### config.mk
export PLATFORM = sky130hd
export DESIGN_NAME = mig_serial_adder
export DESIGN_NICKNAME = d
export VERILOG_FILES = /design/src/rtl/mig_serial_adder.sv
export SDC_FILE = /design/constraint.sdc
export NUM_CORES = 1
export LEC_CHECK = 0
export CORE_UTILIZATION = 37
export CTS_BUF_LIST = sky130_fd_sc_hd__clkbuf_16
export DETAILED_ROUTE_END_ITERATION = 12
export SYNTH_ARGS = -nofsm -noshare
export SYNTH_HDL_FRONTEND = slang
export SYNTH_SLANG_ARGS = --single-unit
### constraint.sdc
create_clock -name clk -period 2.25 [get_ports clk]
set_input_delay 0.45 -clock clk [delete_from_list [all_inputs] [get_ports clk]]
set_output_delay 0.45 -clock clk [all_outputs]
set_load 0.005 [all_outputs]
### src/rtl/mig_serial_adder.sv
// Bit-serial add/subtract unit built from majority and inversion only.
// Ports: clk, rst_n (async active-low); in_valid/in_ready with a, b, sub
// (1 = a - b); out_valid/out_ready with sum, cout (no-borrow on subtract),
// ovf (signed overflow). One bit per clock, LSB first, no overlap.
module mig_serial_adder #(
    parameter  int WIDTH = 8,
    localparam int CNT_W = $clog2(WIDTH)
) (
    input  logic             clk,
    input  logic             rst_n,
    input  logic             in_valid,
    output logic             in_ready,
    input  logic [WIDTH-1:0] a,
    input  logic [WIDTH-1:0] b,
    input  logic             sub,
    output logic             out_valid,
    input  logic             out_ready,
    output logic [WIDTH-1:0] sum,
    output logic             cout,
    output logic             ovf
);

    typedef enum logic [1:0] {
        IDLE  = 2'd0,
        SHIFT = 2'd1,
        DONE  = 2'd2
    } state_t;

    localparam logic [CNT_W-1:0] LAST = CNT_W'(WIDTH - 1);

    function automatic logic maj(input logic x, input logic y, input logic z);
        return (x & y) | (x & z) | (y & z);
    endfunction

    state_t             state_q, state_d;
    logic [WIDTH-1:0]   a_sr_q, a_sr_d;
    logic [WIDTH-1:0]   b_sr_q, b_sr_d;
    logic [WIDTH-1:0]   sum_sr_q, sum_sr_d;
    logic               carry_q, carry_d;
    logic               c_msb_q, c_msb_d;
    logic [CNT_W-1:0]   cnt_q, cnt_d;

    logic               c_next;
    logic               s_bit;

    // Carry cell is the plain majority; the sum bit reuses it so that the
    // whole full adder is expressed as three majority gates and inverters.
    assign c_next = maj(a_sr_q[0], b_sr_q[0], carry_q);
    assign s_bit  = maj(~c_next, carry_q, maj(a_sr_q[0], b_sr_q[0], ~carry_q));

    assign in_ready  = (state_q == IDLE);
    assign out_valid = (state_q == DONE);
    assign sum       = sum_sr_q;
    assign cout      = carry_q;
    assign ovf       = c_msb_q ^ carry_q;

    always_comb begin
        state_d  = state_q;
        a_sr_d   = a_sr_q;
        b_sr_d   = b_sr_q;
        sum_sr_d = sum_sr_q;
        carry_d  = carry_q;
        c_msb_d  = c_msb_q;
        cnt_d    = cnt_q;
        unique case (state_q)
            IDLE: begin
                if (in_valid) begin
                    // Subtract as a + ~b + 1: the +1 enters as carry-in.
                    a_sr_d  = a;
                    b_sr_d  = sub ? ~b : b;
                    carry_d = sub;
                    cnt_d   = '0;
                    state_d = SHIFT;
                end
            end
            SHIFT: begin
                sum_sr_d = {s_bit, sum_sr_q[WIDTH-1:1]};
                a_sr_d   = a_sr_q >> 1;
                b_sr_d   = b_sr_q >> 1;
                carry_d  = c_next;
                if (cnt_q == LAST) begin
                    // Current carry is the carry into the MSB position.
                    c_msb_d = carry_q;
                    state_d = DONE;
                end else begin
                    cnt_d = cnt_q + 1'b1;
                end
            end
            DONE: begin
                if (out_ready) begin
                    state_d = IDLE;
                end
            end
            default: begin
                state_d = IDLE;
            end
        endcase
    end

    always_ff @(posedge clk or negedge rst_n) begin
        if (!rst_n) begin
            state_q  <= IDLE;
            a_sr_q   <= '0;
            b_sr_q   <= '0;
            sum_sr_q <= '0;
            carry_q  <= 1'b0;
            c_msb_q  <= 1'b0;
            cnt_q    <= '0;
        end else begin
            state_q  <= state_d;
            a_sr_q   <= a_sr_d;
            b_sr_q   <= b_sr_d;
            sum_sr_q <= sum_sr_d;
            carry_q  <= carry_d;
            c_msb_q  <= c_msb_d;
            cnt_q    <= cnt_d;
        end
    end

endmodule

==> results of run 1 <==
==> where the power goes <==
| group | total (mW) | internal, mW | switching, mW | leakage, nW |
|---|---|---|---|---|
| Combinational | 0.955 | 0.505 | 0.451 | 0.431 |
| Clock | 0.734 | 0.515 | 0.219 | 0.0812 |
| Sequential | 0.981 | 0.793 | 0.188 | 0.397 |
==> final cells by class <==
class | count | share of cell area, %
sequential | 31 | 38.0
clock inverter | 3 | 1.90
tap | 48 | 2.94
clock buffer | 5 | 6.13
timing repair buffer | 38 | 17.9
inverter | 5 | 0.920
multi-input combinational | 109 | 32.1
==> through the flow <==
step                setup WS, ps  instances  hold slack, ps  utilization (%)  instance area (um2)
global placement             413        231             455             49.7                 1880
global route                 147        239             501             54.1                 2040
floorplan                    916        154             154                -                 1490
detailed placement           392        231             462             49.7                 1880
finish                       235        239             471             54.1                 2040
CTS                          213        239             474             54.1                 2040
==> critical path: cells and delay by family, from the launching register on <==
kind                   cells  cell delay (ps)
buffers and inverters      2              760
flip-flops                 1              360
AND/OR/NAND/NOR            1              170
==> cells by family (layout without fill, tap and decap cells) <==
logic type	count (synthesis)	in the layout	share of synthesized area, %
compound gates	32	32	14.5
xor+xnor	9	9	5.28
fa+ha+maj	4	4	4.36
buf+inv	14	51	4.11
flops	31	31	52.0
mux	2	2	1.51
simple gates	62	62	18.3
==> routing by layer <==
metal,up-vias,wire length (um)
met5,-,0
met4,0,13
met3,2,134
met2,33,1460
met1,556,1400
li1,587,-
==> worst paths after layout <==
| check | from | endpoint | slack (ps) |
|---|---|---|---|
| worst max-delay path | state_q[1]$_DFFE_PN0P_ | out_valid | 240 |
| worst min-delay path | a_sr_q[5]$_DFFE_PN0P_ | a_sr_q[5]$_DFFE_PN0P_ | 470 |
| worst max register to register | state_q[0]$_DFFE_PN0P_ | cnt_q[0]$_DFFE_PN0P_ | 610 |
| worst min register to register | a_sr_q[5]$_DFFE_PN0P_ | a_sr_q[5]$_DFFE_PN0P_ | 470 |
| max in group asynchronous | rst_n | state_q[0]$_DFFE_PN0P_ | 1380 |
| min in group asynchronous | rst_n | a_sr_q[3]$_DFFE_PN0P_ | 570 |
==> flip-flops by register name (all words and copies together), names as in the netlist <==
| name | cells |
|---|---|
| cout | 1 |
| sum | 8 |
| b_sr_q | 8 |
| cnt_q | 3 |
| c_msb_q | 1 |
| state_q | 2 |
| a_sr_q | 8 |
==> cell usage after synthesis (3+ instances only) <==
cell	n
a31oi_1	8
a221o_1	3
nor2_1	6
nand3_1	4
and2_1	6
dfrtp_1	31
nor2b_1	5
inv_1	4
buf_2	6
xnor2_1	7
nand2_1	39
o21ai_0	10
o211ai_1	4
==> cells in the final DEF (no fill, tap or decap), drive strengths merged, types with 6 or more instances in the layout <==
cell	instances
a31oi	8
dfrtp	31
nand2	39
nor2	6
buf	6
and2	6
clkdlybuf4s50	32
o21ai	11
xnor2	7
==> reports/metrics.cfg, run 1 <==
[grt]
grt_overflow=0
busiest_layer=met2
grt_use_met3_pct=6.25
antenna_found_initial=0
grtUsageTotal_pct=16.5
first_global_vias=1120
met1_usage_pct=21.2
grtUsageMet2_pct=25.9
grt_start_max_net_pins=32
grt_first_pass_wirelength_um=5220

[layout]
multiInputGateArea_um2=656
layout-drive-gt1-share_pct=8.38
regArea_um2=776
area_delta_synth_final_pct=36.6
fill_cells=326
n_antenna_cell=0
nNetsFinal=215

[logic_synthesis]
yosys_warnings=0
synth_area_per_cell_um2=9.69
synthCells=154
yosysSeqAreaShare_pct=52.0
syn-num-nets=179
synth_top_cell_area_share_pct=52.0
netlist_top_cells_area=dfrtp_1 (52%), nand2_1 (9.8%), xnor2_1 (4.1%)
synth_seq_cells=31
syn_area_mm2=0.00149
synth.largest_area_cell=dfrtp_1
ys_async_sr_fraction_pct=100
synth-edff-count=0
synth_top_flop_cell=dfrtp_1
ys_types=27

[detailed_routing]
routed_wl_um=3000
drtPass1Iterations=4
post_drt_wl_per_cell_um=12.6
drt_iter0_drc=42
drc_errors=0
via_per_inst=4.93
route.antenna.remaining_nets=0
vias=1178

[clock_tree]
clk_pin_slew_ps=50
ctsHtreeMaxLevel=2
worstSkewPairLatency_ps=270
cts_sinks=31
cts_tree=built
cts_hold_buffers=0
numCtsBuffers=5
cts_buffer_depth=2
cts-resized-gates=0
post_cts_buffers=0
clockRootBuffer=clkbuf_16

[die]
ios=33
coreArea_mm2=0.00377
die_w_um=65.5
start_util_pct=39.6
dieArea_mm2=0.00429
die_h_um=65.5
row_count=22

[power_and_ir_drop]
power_mw=2.67
peakVddDrop_mv=0.500
power-per-cell-area_mw_per_mm2=1310
p_leak_nw=0.909

[critical_path]
cp_data_required_time_ps=1800
end_kind=output port
criticalPathCategory=flip-flop to output port
crit_chain=clkinv_1 > nor2_1 > clkdlybuf4s50_1
cpPeakStageDelay_ps=510
critPathMaxFanout=9
cp.arrival_ps=1560
cpMaxStageDelayCell=clkdlybuf4s50_1
r2r_cells=4
start_kind=flip-flop

[place]
port_buffers=32
dp_hpwl_um=2160
gp_congestion=0.756

[sta]
slew_violations=0
worstMarginPinSlew_ps=515
fin_skew_ps=4.81
finalSetupTns_ps=0
fin_crit_ps=2010
fmax_ghz=0.496
finalCritPeriodShare_pct=89.5
hold_violations=0
slew_headroom_pct=65.6
rsz0062_at_grt=false
setup_viol=0

[flow_run]
maxCapViolations=0

[outcome]
outcome=finished clean

[worst_hold_path]
hold_depth=2
min_path_type=flip-flop to flip-flop

Note: power is estimated with default switching activity, not from simulation.
==> run 2: changes to the inputs <==
- TNS_END_PERCENT: unset -> 100
- clock period: 2.25 -> 1.7 ns (I/O delays scaled with it)
==> reports/metrics.cfg, run 2 (synthesis gave the netlist of run 1 again) <==
[layout]
final_cell_mix=nand2_1 (39), clkdlybuf4s50_1 (29), dfrtp_1 (28)
area_delta_synth_final_pct=40.4
final_common_cell=nand2_1
layout-drive-gt1-share_pct=13.9  ; +5.6 points
fin_area_mm2=0.00210  ; +2.8%
nNetsFinal=225  ; +4.7%
n_antenna_cell=0  ; unchanged
fill_cells=336  ; +3.1%
stdcell_count=249  ; +4.2%

[sta]
slew_headroom_pct=74.5  ; +8.9 points
finalCritPeriodShare_pct=93.3
rsz0062_at_grt=false
fmax_ghz=0.630
worstMarginPinSlew_ps=382  ; -133 ps
setup_viol=0  ; unchanged
finalSetupTns_ps=0  ; unchanged
setup_slack_ps=114  ; -122 ps
fin_crit_ps=1590
slew_violations=0  ; unchanged
hold_violations=0  ; unchanged
fin_skew_ps=3.64  ; -1.17 ps

[flow_run]
maxCapViolations=0  ; unchanged

[outcome]
outcome=finished clean

[die]
die_w_um=65.5  ; unchanged
dieArea_mm2=0.00429  ; unchanged
die_h_um=65.5  ; unchanged
row_count=22  ; unchanged
ios=33  ; unchanged
coreArea_mm2=0.00377  ; unchanged
start_util_pct=39.6  ; unchanged

[detailed_routing]
via_per_inst=4.90  ; -0.51%
post_drt_wl_per_cell_um=12.6  ; +0.17%
drtPass1Iterations=3  ; -1
drt_iter0_drc=36  ; -14%
vias=1221  ; +3.7%
route.antenna.remaining_nets=0  ; unchanged
drc_errors=0  ; unchanged
routed_wl_um=3140  ; +4.4%

[critical_path]
start_kind=flip-flop
cp_top_family=buffers and inverters
r2r_start=state_q[1]$_DFFE_PN0P_
crit_chain=buf_4 > clkdlybuf4s50_1
critPathMaxFanout=3  ; -6
cp_num_buf_inv=2  ; unchanged
cp_data_required_time_ps=1360  ; -440 ps
criticalPathCategory=flip-flop to output port
r2r_setup_slack_ps=150  ; -460 ps
worstSetupStartpoint=cout$_DFFE_PN0P_
cpPeakStageDelay_ps=430  ; -80 ps
cpMaxStageDelayCell=clkdlybuf4s50_1
end_kind=output port
cp.arrival_ps=1250  ; -310 ps

[clock_tree]
cts_sinks=31  ; unchanged
cts_tree=built
cts_hold_buffers=0  ; unchanged
clk_pin_slew_ps=50  ; about the same
numCtsBuffers=5  ; unchanged
clockRootBuffer=clkbuf_16
worstSkewPairLatency_ps=270  ; about the same
cts_buffer_depth=2  ; unchanged
ctsHtreeMaxLevel=2  ; unchanged

[grt]
grt_overflow=0  ; unchanged
grtUsageMet2_pct=28.7  ; +2.8 points
grtUsageTotal_pct=18.0  ; +1.6 points
busiest_layer=met2
met1_usage_pct=21.8  ; +0.57 points
antenna_found_initial=0  ; unchanged
grt_use_met3_pct=5.73  ; -0.52 points
first_global_vias=1214  ; +8.4%
grt_first_pass_wirelength_um=5530  ; +5.9%
grt_start_max_net_pins=32  ; unchanged

[place]
place_inst=238  ; +3.0%
placed_cell_area_mm2=0.00193  ; +2.8%
port_buffers=32  ; unchanged
dp_hpwl_um=2280  ; +5.7%
gp_congestion=0.765  ; +1.1%
pre_cts_ws_ps=2.83  ; -389 ps

[worst_hold_path]
min_path_type=input port to asynchronous set/reset pin

[power_and_ir_drop]
p_int_mw=2.34  ; +29%
combPwrFrac_pct=41.1  ; +5.3 points
switching_share_pct=33.2  ; +1.0 points
pwr-share-clk_pct=23.1  ; -4.4 points
power_mw=3.50  ; +31%
p_switching_mw=1.16  ; +35%
seq_power_share_pct=35.9  ; -0.8 points
power-per-cell-area_mw_per_mm2=1670  ; +27%
p_leak_nw=0.964  ; +6.1%
peakVddDrop_mv=0.580  ; +16%

[run 2: cell count changes in the layout (fill, tap and decap cells not counted), sizes merged]
cell	before	now
bufinv	1	0
dlymetal6s2s	0	1
buf	6	16
clkdlybuf4s50	32	29
dlygate4sd2	0	2
inv	4	5
[run 2: area by class of cell]
cell class	instances	area [um2]	share of cell area [%]
clock buffers	5	125	5.97
well taps	48	60.1	2.87
inverters	5	20.0	0.955
clock inverters	3	11.3	0.537
multi-input cells	109	656	31.3
repair buffers	48	444	21.2
flip-flops and latches	31	779	37.2
[run 2: what timing repair did]
item,in CTS,in global routing
gates resized for setup,7,1
setup endpoints to repair,3,1
cloned,0,0
buffers inserted,3,0
hold endpoints to repair,0,0
[run 2: metal layers]
metal | vias up | share of wire, %
met5 | - | 0
met4 | 0 | 2.3
met3 | 6 | 3.4
met2 | 26 | 49
met1 | 584 | 45
li1 | 605 | -
[run 2: power by group through the flow]
stage	sequential (mW)	clock [mW]	combinational [mW]
after floorplan	1.24	0	0.820
after global placement	1.27	0	1.34
after detailed placement	1.29	0	1.39
after CTS	1.26	0.833	1.47
after global routing	1.30	0.881	1.62
final	1.25	0.808	1.44
[run 2: worst paths after layout]
path                                               end  cells after the start
worst max register to register   b_sr_q[4]$_DFFE_PN0P_                      5
max in group asynchronous       state_q[1]$_DFFE_PN0P_                      2
worst min register to register   a_sr_q[6]$_DFFE_PN0P_                      2
worst max-delay path                              cout                      2
worst min-delay path             a_sr_q[4]$_DFFE_PN0P_                      2
min in group clk                 a_sr_q[6]$_DFFE_PN0P_                      2
[run 2: per-stage QoR]
stage / hold slack (ps) / utilization, %
after floorplan: 44.4 / -
after global placement: 455 / 51.1
after detailed placement: 464 / 51.1
after CTS: 475 / 55.5
after global routing: 513 / 55.6
final: 465 / 55.6
[run 2: worst register-to-register path, delay by kind of cell, from the launching register on]
family | cells | cell delay [ps]
AO/OA/AOI/OAI | 1 | 110
buffers and inverters | 2 | 290
flip-flops | 1 | 440
AND/OR/NAND/NOR | 2 | 640
